--- src/rtl/cipher_pkg.sv ---
// Shared types for the cipher stream controller: FSM states, FIFO entry and shadow pipe layouts.
package cipher_pkg;

  localparam int CHAR_W  = 8;
  localparam int ENTRY_W = CHAR_W + 2;

  typedef enum logic [1:0] {
    IDLE   = 2'd0,
    SEED   = 2'd1,
    STREAM = 2'd2,
    DRAIN  = 2'd3
  } state_t;

  typedef struct packed {
    logic [CHAR_W-1:0] data;
    logic              raw;
    logic              last;
  } entry_t;

  // Travels beside the core so the original byte and last tag line up with the core result.
  typedef struct packed {
    logic              valid;
    logic              last;
    logic [CHAR_W-1:0] data;
  } shadow_t;

endpackage

--- src/rtl/cipher_out_fifo.sv ---
// Synchronous FIFO (power-of-two depth) with occupancy count; head is visible while not empty.
module cipher_out_fifo #(
  parameter int DEPTH = 4,
  parameter int W     = 10
) (
  input  logic                       clk,
  input  logic                       rst,
  input  logic                       push,
  input  logic [W-1:0]               push_data,
  input  logic                       pop,
  output logic [W-1:0]               head,
  output logic                       empty,
  output logic [$clog2(DEPTH+1)-1:0] count
);

  localparam int CNT_W = $clog2(DEPTH + 1);
  localparam int PTR_W = (DEPTH > 1) ? $clog2(DEPTH) : 1;

  logic [W-1:0]     mem [DEPTH];
  logic [PTR_W-1:0] wr_ptr;
  logic [PTR_W-1:0] rd_ptr;
  logic             do_push;
  logic             do_pop;

  assign empty   = (count == '0);
  assign do_pop  = pop && !empty;
  assign do_push = push && (count != CNT_W'(DEPTH));
  assign head    = mem[rd_ptr];

  always_ff @(posedge clk) begin
    if (do_push) mem[wr_ptr] <= push_data;
  end

  always_ff @(posedge clk) begin
    if (rst) begin
      wr_ptr <= '0;
      rd_ptr <= '0;
      count  <= '0;
    end else begin
      if (do_push) wr_ptr <= wr_ptr + PTR_W'(1);
      if (do_pop)  rd_ptr <= rd_ptr + PTR_W'(1);
      case ({do_push, do_pop})
        2'b10:   count <= count + CNT_W'(1);
        2'b01:   count <= count - CNT_W'(1);
        default: count <= count;
      endcase
    end
  end

endmodule

--- src/rtl/cipher_stream_ctrl.sv ---
// Frames a byte stream through cipher_core: seeds per message, steps once per char, buffers results.
// Optional statistics counters are built when CIPHER_STREAM_STATS_EN is defined.
module cipher_stream_ctrl
  import cipher_pkg::*;
#(
  parameter int FIFO_DEPTH = 4,
  parameter int CORE_LAT   = 1,
  parameter int MAX_LEN    = 255
) (
  input  logic              clk,
  input  logic              rst,
  input  logic              s_valid,
  output logic              s_ready,
  input  logic [CHAR_W-1:0] s_data,
  input  logic              s_last,
  output logic              m_valid,
  input  logic              m_ready,
  output logic [CHAR_W-1:0] m_data,
  output logic              m_raw,
  output logic              m_last,
  output logic              core_start,
  output logic              core_ce,
  output logic [CHAR_W-1:0] core_ch_in,
  input  logic [CHAR_W-1:0] core_ch_out,
  input  logic              core_valid_out,
  input  logic              core_in_table,
  output logic              busy,
  output logic              msg_done,
  output logic              trunc
`ifdef CIPHER_STREAM_STATS_EN
  ,
  output logic [15:0]       stat_chars,
  output logic [15:0]       stat_raw
`endif
);

  localparam int CNT_W = $clog2(FIFO_DEPTH + 1);
  localparam int SUM_W = CNT_W + 1;
  localparam int LEN_W = $clog2(MAX_LEN + 1);

  // Both streams: a beat transfers on the rising edge where valid and ready are both high;
  // valid never waits on ready, and s_ready here is a function of s_valid and credit.
  state_t           state;
  logic [CNT_W-1:0] inflight;
  logic [CNT_W-1:0] fifo_count;
  logic [SUM_W-1:0] used;
  logic [LEN_W-1:0] len_cnt;
  logic             discarding;
  logic             out_done;
  logic             step;
  logic             len_hit;
  logic             push;
  logic             pop;
  logic             pop_last;
  logic             fifo_empty;
  logic             core_hit;
  shadow_t          pipe [CORE_LAT];
  entry_t           push_entry;
  entry_t           head;

  always_comb begin
    used    = {1'b0, fifo_count} + {1'b0, inflight};
    s_ready = 1'b0;
    case (state)
      STREAM:  s_ready = s_valid && (used < SUM_W'(FIFO_DEPTH));
      DRAIN:   s_ready = s_valid && discarding;
      default: s_ready = 1'b0;
    endcase
  end

  assign step       = s_ready && (state == STREAM);
  assign core_ce    = step;
  assign core_ch_in = step ? s_data : '0;
  assign len_hit    = (len_cnt == LEN_W'(MAX_LEN - 1));
  assign busy       = (state != IDLE);

  always_ff @(posedge clk) begin
    if (rst) begin
      for (int i = 0; i < CORE_LAT; i++) pipe[i] <= '0;
    end else begin
      pipe[0] <= '{valid: step, last: s_last || len_hit, data: s_data};
      for (int i = 1; i < CORE_LAT; i++) pipe[i] <= pipe[i-1];
    end
  end

  // A table hit without core_valid_out breaks the core contract; fall back to the raw byte.
  assign core_hit   = core_in_table && core_valid_out;
  assign push       = pipe[CORE_LAT-1].valid;
  assign push_entry = '{data: core_hit ? core_ch_out : pipe[CORE_LAT-1].data,
                        raw:  !core_hit,
                        last: pipe[CORE_LAT-1].last};

  always_ff @(posedge clk) begin
    if (rst) begin
      inflight <= '0;
    end else begin
      case ({step, push})
        2'b10:   inflight <= inflight + CNT_W'(1);
        2'b01:   inflight <= inflight - CNT_W'(1);
        default: inflight <= inflight;
      endcase
    end
  end

  cipher_out_fifo #(
    .DEPTH (FIFO_DEPTH),
    .W     (ENTRY_W)
  ) u_fifo (
    .clk       (clk),
    .rst       (rst),
    .push      (push),
    .push_data (push_entry),
    .pop       (pop),
    .head      (head),
    .empty     (fifo_empty),
    .count     (fifo_count)
  );

  assign m_valid  = !fifo_empty;
  assign m_data   = head.data;
  assign m_raw    = head.raw;
  assign m_last   = head.last;
  assign pop      = m_valid && m_ready;
  assign pop_last = pop && head.last;

  always_ff @(posedge clk) begin
    if (rst) begin
      state      <= IDLE;
      len_cnt    <= '0;
      discarding <= 1'b0;
      out_done   <= 1'b0;
      trunc      <= 1'b0;
      core_start <= 1'b0;
      msg_done   <= 1'b0;
    end else begin
      core_start <= 1'b0;
      msg_done   <= 1'b0;
      case (state)
        IDLE: begin
          if (s_valid) begin
            state      <= SEED;
            core_start <= 1'b1;
          end
        end
        SEED: begin
          state      <= STREAM;
          trunc      <= 1'b0;
          len_cnt    <= '0;
          discarding <= 1'b0;
          out_done   <= 1'b0;
        end
        STREAM: begin
          if (step) begin
            len_cnt <= len_cnt + LEN_W'(1);
            if (s_last || len_hit) begin
              state      <= DRAIN;
              discarding <= len_hit && !s_last;
            end
          end
        end
        DRAIN: begin
          // Excess characters are swallowed here until the sender's own last flag.
          if (s_ready) begin
            trunc <= 1'b1;
            if (s_last) discarding <= 1'b0;
          end
          if (pop_last) begin
            out_done <= 1'b1;
            msg_done <= 1'b1;
          end
          if ((out_done || pop_last) && (!discarding || (s_ready && s_last)))
            state <= IDLE;
        end
        default: state <= IDLE;
      endcase
    end
  end

`ifdef CIPHER_STREAM_STATS_EN
  always_ff @(posedge clk) begin
    if (rst) begin
      stat_chars <= '0;
      stat_raw   <= '0;
    end else if (push) begin
      if (stat_chars != 16'hFFFF) stat_chars <= stat_chars + 16'd1;
      if (push_entry.raw && (stat_raw != 16'hFFFF)) stat_raw <= stat_raw + 16'd1;
    end
  end
`endif

endmodule

--- config.mk ---
export PLATFORM = sky130hd
export DESIGN_NAME = cipher_stream_ctrl
export DESIGN_NICKNAME = d
export VERILOG_FILES = /design/src/rtl/cipher_pkg.sv /design/src/rtl/cipher_out_fifo.sv /design/src/rtl/cipher_stream_ctrl.sv
export SDC_FILE = /design/constraint.sdc
export NUM_CORES = 1
export LEC_CHECK = 0
export ABC_AREA = 1
export ABC_CLOCK_PERIOD_IN_PS = 5600
export CORE_ASPECT_RATIO = 0.9
export CORE_MARGIN = 2
export CORE_UTILIZATION = 59
export DETAILED_ROUTE_END_ITERATION = 8
export PLACE_DENSITY_LB_ADDON = 0.2
export REMOVE_ABC_BUFFERS = 1
export SLEW_MARGIN = 20
export SYNTH_ARGS = -nofsm -noshare
export SYNTH_HDL_FRONTEND = slang
export SYNTH_HIERARCHICAL = 1
export SYNTH_SLANG_ARGS = --single-unit
--- constraint.sdc ---
create_clock -name clk -period 5.6 [get_ports clk]
set_input_delay 1.68 -clock clk [delete_from_list [all_inputs] [get_ports clk]]
set_output_delay 1.68 -clock clk [all_outputs]
set_load 0.1 [all_outputs]
==> flow_summary.json, run 1 <==
{
  "insertion_delay_ns": 0.34,
  "overflow": 0,
  "clkPwrFrac_pct": 28.9,
  "clkTransAtPathRegs_ns": 0.07,
  "grt_pass1_wl_um": 11360,
  "synth_top_area_share_pct": 32.69,
  "final_common_cell": "nor2_1",
  "viasPerCell": 5.243,
  "p_int_w": 0.001017,
  "fin_util_pct": 73.85,
  "min_period_ns": 4.792,
  "met1_usage_pct": 27.65,
  "yosysWarnings": 6,
  "die_area_um2": 6877,
  "path_class": "in2out",
  "fp.dieH_um": 78.87,
  "nNetsFinal": 466,
  "timing.rr.end": "inflight[2]$_SDFFE_PP0P_",
  "r2r_slack_ns": 3.06,
  "cts_setup_buffers": 0,
  "finalSetupViolCount": 0,
  "finalHoldViolations": 0,
  "vias": 2637,
  "crit_arrival_ns": 3.11,
  "power_switching_share_pct": 35.15,
  "tightest_slew_ns": 1.043,
  "setup_ws_ns": 0.8078,
  "hpwlAfterDp_um": 4928,
  "setup_tns_ns": 0,
  "synth-seq-area-share_pct": 52.84,
  "met3_usage_pct": 6.237,
  "area_delta_synth_final_pct": 22.20,
  "synth.distinct_cells": 31,
  "diodes": 0,
  "p_per_area_nw_per_um2": 349.3,
  "cts_tree": "done",
  "hold_buffers": 0,
  "p_sw_w": 0.0005514,
  "num_rows": 27,
  "min_period_over_period_pct": 85.58,
  "cts_made_buffers": 9,
  "endpoint": "core_ch_in[4]",
  "cts_sinks": 77,
  "ios": 48,
  "cts_resized": 0,
  "mostFrequentLayoutCells": "nor2_1 (70), nand2_1 (43), inv_1 (41), edfxtp_1 (40)",
  "clock-root-buffer": "clkbuf_8",
  "rr_worst_depth": 15,
  "cts_buffer_depth": 2,
  "max_freq_mhz": 208.7,
  "grt.total_usage_pct": 21.64,
  "syn-mean-instance-area_um2": 9.799,
  "post_drt_wl_per_cell_um": 13.88,
  "total_power_w": 0.001569,
  "comb_power_share_pct": 30.0,
  "first_pass_iters": 4,
  "coreArea_um2": 6081,
  "netlist_area_um2": 3675,
  "dr.first_iter.drc_count": 138,
  "grt_setup_unrepaired": "false",
  "port_buffers": 47,
  "clock_skew_ns": 0.008746,
  "layout-drive-gt1-share_pct": 21.35,
  "power_frac_seq_pct": 41.1,
  "gp_congestion": 0.8778,
  "grt_use_met2_pct": 35.73,
  "ant_nets": 0,
  "dpl_worst_slack_ns": 0.7860,
  "cts.htree.levels": 3,
  "maxCapViolCount": 0,
  "synth.top_cells.by_area": "edfxtp_1 (33%), dfxtp_1 (20%), nor2_1 (7.2%), ha_1 (5.1%), o21ai_2 (4.8%)",
  "hold_class": "reg2reg",
  "synthCells": 375,
  "irDropWorstVdd_mv": 0.3308,
  "synth_seq_cells": 77,
  "floorplan.initialDensity_pct": 60.43,
  "slew_headroom_pct": 30.23,
  "antenna_found_initial": 0,
  "synth_largest_area_cell": "edfxtp_1",
  "grt.busiest_layer": "met2",
  "grt_max_degree": 21,
  "grt_pass1_vias": 2527,
  "timing.rr.start": "state[1]$_SDFFE_PP0P_",
  "p_leak_nw": 1.780,
  "routed_wl_um": 6981,
  "critPathLaunch": "s_valid",
  "drc": 0,
  "end_kind": "output port",
  "die_w_um": 87.19,
  "outcome": "completed",
  "startpoint_type": "input port",
  "cp_max_fo": 12,
  "required_ns": 3.92,
  "drv_slew": 0
}
-- final cells by class --
type	count	area, um^2
clock buffers	9	123.9
clock inverters	7	98.84
fillers	436	1590
inverters	52	195.2
multi-input cells	237	1468
flip-flops and latches	77	1942
well taps	72	90.09
repair buffers	49	573.1
-- power groups by stage --
stage	Clock, W	Combinational [W]	Sequential [W]
detailed placement	0	0.000470	0.000657
floorplan	0	0.000329	0.000669
global route	0.000484	0.000511	0.000647
CTS	0.000464	0.000472	0.000644
global placement	0	0.000461	0.000655
finish	0.000453	0.000471	0.000644
-- state kept, by name, indices dropped and copies added, names as in the netlist, 2 cells and up, named ones only --
name / count
u_fifo/mem: 40
u_fifo/count: 3
u_fifo/rd_ptr: 2
state: 2
pipe: 10
inflight: 3
len_cnt: 8
u_fifo/wr_ptr: 2
-- Yosys cell counts --
cell type / instances
o21ai_1: 3
nor2_1: 70
o22ai_2: 10
nand2_2: 8
inv_2: 11
nand3_4: 2
buf_4: 1
nand3_1: 13
mux2_2: 8
o21ai_2: 20
nand3_2: 1
xor2_1: 2
edfxtp_1: 40
ha_1: 15
nor3_1: 3
a22oi_1: 1
xnor2_1: 3
a21oi_1: 20
nor2_2: 3
nand2_1: 43
o21ai_0: 3
nand4_1: 4
nand2_4: 1
nand3b_1: 1
a31oi_1: 1
fa_1: 2
dfxtp_1: 37
clkbuf_1: 2
buf_6: 4
buf_2: 2
inv_1: 41
-- layer usage --
metal,vias to the layer above,wire length (um),part of all wire [%]
li1,1336,-,-
met1,1234,3154,45
met2,58,3456,50
met3,9,290,4.2
met4,0,80,1.1
met5,-,0,0
-- per-stage QoR --
| step | cell area, um^2 | hold slack, ns | cells |
|---|---|---|---|
| global placement | 4268 | 0.4442 | 487 |
| finish | 4491 | 0.4725 | 503 |
| floorplan | 3605 | 0.4318 | 366 |
| detailed placement | 4268 | 0.4607 | 487 |
| CTS | 4491 | 0.4749 | 503 |
| global route | 4491 | 0.5050 | 503 |
-- worst max-delay path: stages --
cell and delay, ns:
clkdlybuf4s50_1 0.58, nand2_1 0.09, inv_2 0.06, nand2_2 0.20
nor2_1 0.27, buf_12 0.21
-- worst min path at each step --
stage,start,endpoint,slack [ns],cells past startpoint
global route,pipe[0][8]$_SDFF_PP0_,u_fifo/mem[2][0]$_DFFE_PP_,0.51,0
global placement,out_done$_SDFFE_PP0P_,out_done$_SDFFE_PP0P_,0.44,2
finish,inflight[2]$_SDFFE_PP0P_,inflight[2]$_SDFFE_PP0P_,0.47,2
floorplan,out_done$_SDFFE_PP0P_,out_done$_SDFFE_PP0P_,0.43,2
CTS,inflight[2]$_SDFFE_PP0P_,inflight[2]$_SDFFE_PP0P_,0.47,2
detailed placement,inflight[2]$_SDFFE_PP0P_,inflight[2]$_SDFFE_PP0P_,0.46,2
-- cells by family (layout without fill, tap and decap cells) --
kind of cell	count (synthesis)	count (layout)	synth area share, %
simple gates	149	149	18.01
compound gates	58	58	12.09
xor+xnor	5	5	1.192
flops	77	77	52.84
mux	8	8	2.452
buf+inv	61	117	7.218
fa+ha+maj	17	17	6.197
Power figures use the tool's default switching activity.
==> run 2, diff against run 1 <==
Settings changed: ABC_CLOCK_PERIOD_IN_PS 5600 to 4000, CORE_UTILIZATION 59 to 50.
Clock period 5.6 ns to 4 ns, I/O delays scaled along.
==> run 2 against run 1 <==
Highest routed layer unchanged; clock skew is essentially flat; wire length is essentially flat; sequential cell count is the same; critical path depth is the same; register-to-register slack lost 1.6 ns; sequential power grew 40%; sequential share of layout area grew 0.17 points.
==> flow_summary.json, run 2 (synthesized netlist as in run 1, its figures left out) <==
{
  "p_per_area_nw_per_um2": 470.1,
  "hpwlAfterDp_um": 4904,
  "routed_wl_um": 6982,
  "post_drt_wl_per_cell_um": 13.27,
  "grt.total_usage_pct": 19.13,
  "cts_tree": "done",
  "die_area_um2": 8052,
  "num_rows": 29,
  "slew_headroom_pct": 32.15,
  "hold_path_depth": 2,
  "maxCapViolCount": 0,
  "grt_setup_unrepaired": "false",
  "comb_power_share_pct": 31.6,
  "top_register": "u_fifo/mem",
  "min_period_over_period_pct": 92.61,
  "max_freq_mhz": 270.0,
  "grt_pass1_vias": 2600,
  "first_pass_iters": 4,
  "tightest_slew_ns": 1.014,
  "gp_congestion": 0.9041,
  "crit_arrival_ns": 2.50,
  "clkPwrFrac_pct": 25.6,
  "end_kind": "output port",
  "viasPerCell": 5.040,
  "cts_made_buffers": 9,
  "irDropWorstVdd_mv": 0.2235,
  "clock-root-buffer": "clkbuf_8",
  "p_int_w": 0.001307,
  "nNetsFinal": 468,
  "required_ns": 2.80,
  "fill_cells": 593,
  "cts_resized": 0,
  "layout-drive-gt1-share_pct": 24.48,
  "overflow": 0,
  "die_w_um": 94.37,
  "outcome": "completed",
  "area_delta_synth_final_pct": 21.72,
  "ios": 48,
  "cts_sinks": 77,
  "path_class": "in2out",
  "coreArea_um2": 7076,
  "p_sw_w": 0.0007958,
  "total_power_w": 0.002103,
  "setup_tns_ns": 0,
  "reg_top3": "u_fifo/mem x40, pipe x10, len_cnt x8",
  "cp_max_fo": 12,
  "floorplan.initialDensity_pct": 51.94,
  "rr_worst_depth": 15,
  "dr.first_iter.drc_count": 93,
  "insertion_delay_ns": 0.35,
  "grt_pass1_wl_um": 11840,
  "finalHoldViolations": 0,
  "final_common_cell": "nor2_1",
  "cts.htree.levels": 3,
  "cts_setup_buffers": 0,
  "antenna_found_initial": 0,
  "diodes": 0,
  "drv_slew": 0,
  "min_period_ns": 3.704,
  "power_switching_share_pct": 37.85,
  "startpoint_type": "input port",
  "cts_buffer_depth": 2,
  "hold_class": "reg2reg",
  "fp.dieH_um": 85.33,
  "clkTransAtPathRegs_ns": 0.09,
  "power_frac_seq_pct": 42.8,
  "grt_max_degree": 21,
  "clock_skew_ns": 0.009040,
  "vias": 2651,
  "mostFrequentLayoutCells": "nor2_1 (70), nand2_1 (43), inv_1 (41), edfxtp_1 (40), dfxtp_1 (37)",
  "drc": 0,
  "port_buffers": 47,
  "ant_nets": 0,
  "hold_buffers": 0,
  "finalSetupViolCount": 0,
  "p_leak_nw": 1.783,
  "largest_reg_flops": 40
}
-- run 2: layer usage --
metal	share of wire (%)	track usage (%)	wire, um
met4	1.2	7.905	82
met5	0	0	0
met2	47	30.00	3304
met3	4.1	4.085	286
met1	47	25.90	3308
-- run 2: final timing paths --
check / endpoint / startpoint / slack (ns)
worst max register to register: inflight[2]$_SDFFE_PP0P_ / state[0]$_SDFFE_PP0P_ / 1.46
worst min register to register: out_done$_SDFFE_PP0P_ / out_done$_SDFFE_PP0P_ / 0.46
worst min-delay path: out_done$_SDFFE_PP0P_ / out_done$_SDFFE_PP0P_ / 0.46
worst max-delay path: core_ch_in[5] / s_valid / 0.30
-- run 2: critical path: stages --
cell and delay (ns):
clkdlybuf4s50_1 0.47, nand2_1 0.07, inv_2 0.07, nand2_2 0.21
nor2_1 0.27, buf_12 0.21
-- run 2: area by class of cell --
| type | count | area, um^2 | area share, % |
|---|---|---|---|
| clock inverters | 7 | 57.56 | 1.287 |
| well taps | 93 | 116.4 | 2.601 |
| clock buffers | 9 | 123.9 | 2.769 |
| multi-input cells | 237 | 1468 | 32.81 |
| repair buffers | 51 | 570.5 | 12.76 |
| inverters | 52 | 195.2 | 4.364 |
| flip-flops and latches | 77 | 1942 | 43.41 |
-- run 2: power by group through the flow --
stage	clock network, W	logic, W	registers, W
after floorplan	0	0.000461	0.000937
after global placement	0	0.000656	0.000917
after detailed placement	0	0.000666	0.000919
after CTS	0.000554	0.000669	0.000901
after global routing	0.000586	0.000715	0.000907
final	0.000537	0.000665	0.000900
-- run 2: through the flow --
stage / utilization [%] / instances / area, um^2 / setup WS [ns] / hold slack [ns]
finish: 63.22 / 526 / 4473 / 0.2957 / 0.4645
global placement: 60.65 / 510 / 4292 / 0.3150 / 0.4401
floorplan: - / 366 / 3605 / 0.07396 / 0.4318
global route: 63.22 / 526 / 4473 / 0.2191 / 0.5010
CTS: 63.22 / 526 / 4473 / 0.2849 / 0.4646
detailed placement: 60.65 / 510 / 4292 / 0.2919 / 0.4507
